`config.mk`:
```
export PLATFORM = sky130hd
export DESIGN_NAME = tmr_scrub_writer
export DESIGN_NICKNAME = d
export VERILOG_FILES = /design/src/rtl/tmr_scrub_writer.sv
export SDC_FILE = /design/constraint.sdc
export NUM_CORES = 1
export LEC_CHECK = 0
export ABC_AREA = 1
export ABC_CLOCK_PERIOD_IN_PS = 2800
export CAP_MARGIN = 40
export CORE_ASPECT_RATIO = 1.2
export CORE_MARGIN = 2
export CORE_UTILIZATION = 50
export CTS_CLUSTER_SIZE = 40
export DETAILED_ROUTE_END_ITERATION = 10
export PLACE_DENSITY = 0.82
export SLEW_MARGIN = 20
export SYNTH_ARGS = -nofsm -noshare
export SYNTH_HDL_FRONTEND = slang
export SYNTH_SLANG_ARGS = --single-unit
```
`constraint.sdc`:
```
create_clock -name clk -period 2.8 [get_ports clk]
set_clock_uncertainty 0.05 [all_clocks]
set_input_delay 0.28 -clock clk [delete_from_list [all_inputs] [get_ports clk]]
set_output_delay 0.28 -clock clk [all_outputs]
set_load 0.01 [all_outputs]
```
`src/rtl/tmr_scrub_writer.sv`:
```
// -----------------------------------------------------------------------------
// tmr_scrub_writer
//
// Write side of a triple-redundant storage path. An accepted word is written
// into three copies (A/B/C). The copies are then compared. If any bit
// disagrees, all three copies are rewritten with the bitwise majority vote.
// While idle, a periodic scrub repeats the same check. The fault-injection
// port flips chosen bits in one copy so that the repair path can be exercised.
//
// Parameters
//   WIDTH         data word width (>=1)
//   CNT_W         repair counter width (>=1), saturates at all-ones
//   SCRUB_PERIOD  idle cycles between scrub checks, 0 disables scrubbing
//
// Ports
//   clk, rst_n             clock (rising edge), async active-low reset
//   wr_valid/wr_ready      write handshake, wr_data sampled on accept
//   inj_en/inj_sel/inj_mask  flip inj_mask bits in copy inj_sel (3 = none)
//   copy_a/b/c             the three stored copies (registers)
//   voted_data             combinational bitwise majority of the copies
//   mismatch, multi_err    registered, high during the REPAIR cycle
//   repair_cnt             saturating count of repairs
//   busy                   ~wr_ready
// -----------------------------------------------------------------------------
module tmr_scrub_writer #(
   parameter int WIDTH        = 8,
   parameter int CNT_W        = 8,
   parameter int SCRUB_PERIOD = 64
) (
   input  logic             clk,
   input  logic             rst_n,
   input  logic             wr_valid,
   output logic             wr_ready,
   input  logic [WIDTH-1:0] wr_data,
   input  logic             inj_en,
   input  logic [1:0]       inj_sel,
   input  logic [WIDTH-1:0] inj_mask,
   output logic [WIDTH-1:0] copy_a,
   output logic [WIDTH-1:0] copy_b,
   output logic [WIDTH-1:0] copy_c,
   output logic [WIDTH-1:0] voted_data,
   output logic             mismatch,
   output logic             multi_err,
   output logic [CNT_W-1:0] repair_cnt,
   output logic             busy
);

   localparam int TMR_W = (SCRUB_PERIOD > 1) ? $clog2(SCRUB_PERIOD) : 1;
   localparam logic [TMR_W-1:0] TMR_LAST =
      TMR_W'((SCRUB_PERIOD > 0) ? SCRUB_PERIOD - 1 : 0);

   typedef enum logic [1:0] {
      IDLE   = 2'd0,
      CHECK  = 2'd1,
      REPAIR = 2'd2
   } state_t;

   state_t           state;
   logic [TMR_W-1:0] timer;
   logic [WIDTH-1:0] nxt_a, nxt_b, nxt_c;
   logic             dis;
   logic [1:0]       n_diff;
   logic             multi;

   assign voted_data = (copy_a & copy_b) | (copy_b & copy_c) | (copy_a & copy_c);
   assign busy       = ~wr_ready;

   // Any disagreement anywhere in the word triggers a repair.
   assign dis = !((copy_a == copy_b) && (copy_b == copy_c));

   // Count how many copies differ from the vote. Two or more means the
   // errors landed in different copies.
   assign n_diff = 2'(copy_a != voted_data) + 2'(copy_b != voted_data)
                 + 2'(copy_c != voted_data);
   assign multi  = (n_diff >= 2'd2);

   // Next value of each copy. Injection is applied on top of whatever the
   // copy would take at this edge, including the REPAIR rewrite.
   always_comb begin
      // NOTE: every combinational output gets a default first so no path can infer a latch.
      nxt_a = copy_a;
      nxt_b = copy_b;
      nxt_c = copy_c;
      if (state == IDLE && wr_valid) begin
         nxt_a = wr_data;
         nxt_b = wr_data;
         nxt_c = wr_data;
      end else if (state == REPAIR) begin
         nxt_a = voted_data;
         nxt_b = voted_data;
         nxt_c = voted_data;
      end
      if (inj_en) begin
         case (inj_sel)
            2'd0:    nxt_a = nxt_a ^ inj_mask;
            2'd1:    nxt_b = nxt_b ^ inj_mask;
            2'd2:    nxt_c = nxt_c ^ inj_mask;
            default: ;
         endcase
      end
   end

   // NOTE: sequential state uses non-blocking assignments only, so every register samples pre-edge values.
   always_ff @(posedge clk or negedge rst_n) begin
      if (!rst_n) begin
         // NOTE: the copies are plain registers, not a memory array, so they are reset like any other state.
         copy_a     <= '0;
         copy_b     <= '0;
         copy_c     <= '0;
         state      <= IDLE;
         wr_ready   <= 1'b1;
         mismatch   <= 1'b0;
         multi_err  <= 1'b0;
         repair_cnt <= '0;
         timer      <= '0;
      end else begin
         copy_a <= nxt_a;
         copy_b <= nxt_b;
         copy_c <= nxt_c;
         case (state)
            IDLE: begin
               if (wr_valid) begin
                  timer    <= '0;
                  state    <= CHECK;
                  wr_ready <= 1'b0;
               end else if (SCRUB_PERIOD != 0 && timer == TMR_LAST) begin
                  timer    <= '0;
                  state    <= CHECK;
                  wr_ready <= 1'b0;
               end else begin
                  timer <= timer + 1'b1;
               end
            end
            CHECK: begin
               mismatch  <= dis;
               multi_err <= dis && multi;
               if (dis) begin
                  state <= REPAIR;
               end else begin
                  state    <= IDLE;
                  wr_ready <= 1'b1;
               end
            end
            REPAIR: begin
               if (repair_cnt != '1) repair_cnt <= repair_cnt + 1'b1;
               mismatch  <= 1'b0;
               multi_err <= 1'b0;
               state     <= IDLE;
               wr_ready  <= 1'b1;
            end
            default: begin
               state    <= IDLE;
               wr_ready <= 1'b1;
            end
         endcase
      end
   end

endmodule
```
== Yosys cells after proc, flatten, opt, wreduce, memory -nomap -nowiden ==
Index checks and enable logic that the tools add are counted.

* Reductions and logical operators: 9
* Equal/unequal tests: 13
* Bitwise logic cells: 9
* Muxes and demuxes: 24
* Order comparisons: 1
* $add $sub $neg: 4

{| class="wikitable"
|+ Operator list
! operator !! count
|-
| two-way mux 8 bit || 12
|-
| bitwise AND 8 bit || 3
|-
| inequality test 8 bit || 3
|-
| XOR 8 bit || 3
|-
| == test 8 bit || 2
|-
| bitwise OR 8 bit || 2
|-
| two-way mux 6 bit || 2
|-
| adder 8 x 1 -> 8 bit (second input constant) || 1
|-
| inequality test 8 bit (second input constant) || 1
|-
| adder 6 x 1 -> 6 bit (second input constant) || 1
|-
| == test 6 bit (second input constant) || 1
|-
| two-way mux 2 bit || 3
|-
| one-hot mux 1 bit (2 select lines) || 3
|-
| == test 2 x 1 -> 1 bit (second input constant) || 2
|-
| == test 2 bit (second input constant) || 2
|-
| logical NOT 2 bit || 2
|-
| one-hot mux 2 bit (2 select lines) || 1
|-
| AND reduction 2 bit || 2
|-
| logical AND 1 bit || 3
|-
| two-way mux 1 bit || 3
|-
| inequality test 3 x 2 -> 1 bit (second input constant) || 1
|-
| adder 1 x 1 -> 2 bit || 1
|-
| adder 2 x 1 -> 2 bit || 1
|-
| >= comparator 2 bit (second input constant) || 1
|-
| other kinds (4) || 4
|}

* Word-level logic and storage cells: 69
* Output and inout bits: 44
* Flip-flop bits (word level): 43

== Logic depth before layout (Yosys ltp) ==
* Depth in word-level cells: 9
* Gate-level depth with buffers: 13

== Least setup slack after synthesis ==
OpenSTA, ideal clock, no wires.

* Path kind: reg-to-reg
* From: reg copy_b[4]
* To: reg multi_err
* Setup time: 116 ps
* Clock period less this slack: 2104 ps
* Setup slack: 696 ps
* Data arrival time: 1937 ps
* Path buffers: 0
* Stages on the path, launching flop included: 12
* Data required time: 2634 ps
* Path through: dfrtp_1 -> ha_1 -> nor2_1 -> nand2_1 -> xor2_1 -> nor4_1 -> nand2_1 -> ha_1 -> nand2_1 -> nand2_1 -> nand2_1 -> nand2_1

* Longest elaborated chain between the ends: 9
* Elaborated cells between the ends (all ways): 16

{| class="wikitable"
|+ Ends and longest elaborated chain
! what !! line !! RTL
|-
| from (decl) || 39 || <nowiki>output logic [WIDTH-1:0] copy_b,</nowiki>
|-
| from (signal assigned) || 118 || <nowiki>copy_b <= nxt_b;</nowiki>
|-
| bitwise AND 8 bit || 65 || <nowiki>assign voted_data = (copy_a & copy_b) | (copy_b & copy_c) | (copy_a & copy_c);</nowiki>
|-
| bitwise OR 8 bit * (2 in a row) || 65 ||
|-
| named net voted_data[4] || 41 || <nowiki>output logic [WIDTH-1:0] voted_data,</nowiki>
|-
| inequality test 8 bit || 73 || <nowiki>assign n_diff = 2'(copy_a != voted_data) + 2'(copy_b != voted_data)</nowiki>
|-
| adder 1 x 1 -> 2 bit || 73 ||
|-
| adder 2 x 1 -> 2 bit * || 74 || <nowiki>+ 2'(copy_c != voted_data);</nowiki>
|-
| >= comparator 2 bit * || 75 || <nowiki>assign multi = (n_diff >= 2'd2);</nowiki>
|-
| logical AND 1 bit * || 136 || <nowiki>multi_err <= dis && multi;</nowiki>
|-
| one-hot mux 1 bit (2 select lines) * || 120 || <nowiki>case (state)</nowiki>
|-
| to (signal assigned) || 136 ||
|-
| to (decl) || 43 || <nowiki>output logic multi_err,</nowiki>
|}

The timed path passes the listed nets; every way through them passes the cells marked *.
A chain may end at the register's enable or synchronous reset.

== Worst setup path after layout ==
* From: reg copy_b[4]
* To: reg multi_err

* Longest elaborated chain between the ends: 9
* Elaborated cells between the ends (all ways): 16

{| class="wikitable"
|+ Ends and longest elaborated chain
! what !! line
|-
| bitwise AND 8 bit || 65
|-
| bitwise OR 8 bit (2 in a row) || 65
|-
| inequality test 8 bit || 73
|-
| adder 1 x 1 -> 2 bit || 73
|-
| adder 2 x 1 -> 2 bit || 74
|-
| >= comparator 2 bit || 75
|-
| logical AND 1 bit * || 136
|-
| one-hot mux 1 bit (2 select lines) * || 120
|}

Every way passes the cells marked *; elsewhere a longest branch is shown, timed or not.

==> flow_summary.ini <==
[run_status]
status = finished, final reports clean

[worst_setup_path]
worstPathCellList = ha_1 > nor2_1 > nand2_1 > xor2_1 > nor4_1 > nand2_1 > ha_1 > nand2_1 > nand2_1 > nand2_1 > nand2_1
cp_slowest_stage_delay_ps = 440
worstSetupStartpointType = register
critPathArrivalTime_ps = 2410
cp_max_fo = 6
required_ps = 2940
path_class = reg -> reg
cp-end-kind = register
r2r_setup_slack_ps = 540
crit_slowest_cell = dfrtp_1
crit_top_cell = nand2_1

[timing]
fin_crit_ps = 2260
fin_setup_tns_ps = 0
tightest_slew_ps = 564
rsz0062_at_grt = false
worst_slack_ps = 539
max_freq_mhz = 442
post-route-period-util_pct = 80.8
setup_viol = 0
hold_ws_ps = 401
slew_headroom_pct = 62.3
slew_viol_final = 0
hold_viol_final = 0

[job]
maxCapViolCount = 0

[cts]
htreeDepth = 2
cts_tree = built
clockRootBuffer = clkbuf_8
clock_path_buffers = 2
path_clk_slew_ps = 80
cts_sinks = 43
clock_latency_ps = 290
cts-buffers-inserted = 5

[yosys]
seq_area_frac_synth_pct = 34.6
synth_compound_area_share_pct = 7.79
synth.area.mux_share_pct = 0.361
synth_seq_cells = 43
syn_inst = 424
syn-num-nets = 469
synth.most_common_cell = nand2_1
synth-edff-count = 0
synth.top_cells.by_area = dfrtp_1 34%, nand2_1 15%, xor2_1 9.8%
async_flop_share_pct = 100
synthXorXnorAreaFrac_pct = 11.2
synth_common_cells = 127 x nand2_1, 48 x inv_1, 44 x nor2_1
synth_cell_types = 30
syn-cell-area_um2 = 3120
postSynthAreaPerCell_um2 = 7.35
synth_top_family_by_area = simple AND/OR/NAND/NOR gates
synth-main-ff-cell = dfrtp_1
yosysWarnings = 0
synth-simple-area-share_pct = 29.2
yosysTopAreaCellShare_pct = 33.7
synthAdderAreaFrac_pct = 9.23
yosysTopAreaCell = dfrtp_1

[drt]
num_vias = 2849
drt_iter0_markers = 97
drtAntennaViolNets = 0
post_drt_wl_per_cell_um = 12.4
first_pass_iters = 4
routed_wl_mm = 7.15
drc_errors = 0
via_per_inst = 4.96

[grt]
use_met1_pct = 27.8
grt_pass1_vias = 2645
grt_usage_pct = 21.6
grt.busiest_layer = met2
grt_max_degree = 38
grt_use_met3_pct = 3.60
grtUsageMet2_pct = 37.4
antenna_found_initial = 0
grt_pass1_wl_mm = 12.1
overflow = 0

[power_and_ir_drop]
power.density_nw_per_um2 = 1140
ir_drop_mv = 0.661
p_leak_uw = 0.00203

[floorplan]
rows = 31
start_util_pct = 51.5
die_h_um = 90.5
coreArea_um2 = 6050
fp.dieW_um = 76.1
die_area_um2 = 6880
boundaryPins = 66

[placed_design]
portBuffers = 65
routabilityCongestion = 0.835
dp_slack_ps = 538
dp_hpwl_mm = 5.55

[worst_hold_path]
min_path_type = in -> async

[final_layout]
final_util_pct = 65.9
n_antenna_cell = 0
fillers = 531
nets = 536
drive_gt1_share_pct = 6.10
multi_input_area_um2 = 1800
syn_to_final_growth_pct = 27.9
seq_area_um2 = 1080
==> worst max-delay path: cells and delay by family (launching register included) <==
kind / cells / cell delay [ps]
AND/OR/NAND/NOR: 8 / 970
adder cells (fa/ha/maj): 2 / 520
XOR/XNOR: 1 / 170
flip-flops: 1 / 440
==> cell families (layout without fill, tap and decap cells) <==
group                    after synthesis  in the layout
multiplexers                           1              1
AO/OA/AOI/OAI                         46             46
XOR/XNOR                              40             40
flip-flops                            43             43
adder cells (fa/ha/maj)               23             23
buffers and inverters                 58            126
AND/OR/NAND/NOR                      213            213
==> cell type report <==
cell class / count / share of cell area (%)
multi-input combinational: 323 / 45.2
timing repair buffer: 68 / 17.1
sequential: 43 / 27.0
tap: 82 / 2.57
clock inverter: 2 / 1.51
inverter: 50 / 4.71
clock buffer: 6 / 1.82
==> cells in the final DEF, fill, tap and decap left out, types with 7 or more instances in the layout <==
master,netlist,routed
inv_1,48,48
clkdlybuf4s50_1,0,64
nand3b_1,7,7
nand3_1,12,12
nor2_1,44,44
nand2_1,127,127
dfrtp_1,42,42
ha_1,23,23
o21ai_0,34,34
xor2_1,35,35
==> worst paths after layout <==
| check | from | endpoint | cells after the start |
|---|---|---|---|
| max | copy_b[4] | multi_err | 11 |
| min | rst_n | copy_b[0] | 2 |
| min reg2reg | mismatch | mismatch | 2 |
| max in group asynchronous | rst_n | wr_ready | 3 |
| max reg2reg | copy_b[4] | multi_err | 11 |
| min in group clk | mismatch | mismatch | 2 |
==> flip-flops by register name, summed over array words and instances (netlist names) <==
signal	cells
copy_b	8
mismatch	1
copy_a	8
state	2
multi_err	1
timer	6
repair_cnt	8
copy_c	8
wr_ready	1
==> repair_timing <==
action | in CTS | in global routing
setup endpoints to repair | 0 | 0
gates resized for setup | 0 | 0
endpoints found under the hold margin | 17 | 0
setup buffers | 0 | 0
hold buffers | 1 | 0
==> power by group <==
group / switching (uW) / internal (uW)
registers: 345 / 892
logic: 1460 / 1260
clock network: 213 / 357
==> through the flow <==
| stage | total power [uW] | cell area [um2] | instances |
|---|---|---|---|
| 2_1_floorplan | 2930 | 3120 | 424 |
| 3_3_place_gp | 3870 | 3820 | 564 |
| 3_5_place_dp | 3970 | 3840 | 565 |
| 4_1_cts | 4560 | 3990 | 574 |
| 5_1_grt | 4960 | 3990 | 574 |
| 6_report | 4530 | 3990 | 574 |
==> routing by layer <==
layer  share of wire, %  vias up  wire, um
met5                  0        -         0
met4                1.5        0       107
met3                5.1       10       362
met2                 49       78      3510
met1                 44     1297      3160
li1                   -     1464         -
No activity file was read; power rests on OpenSTA's default activity.
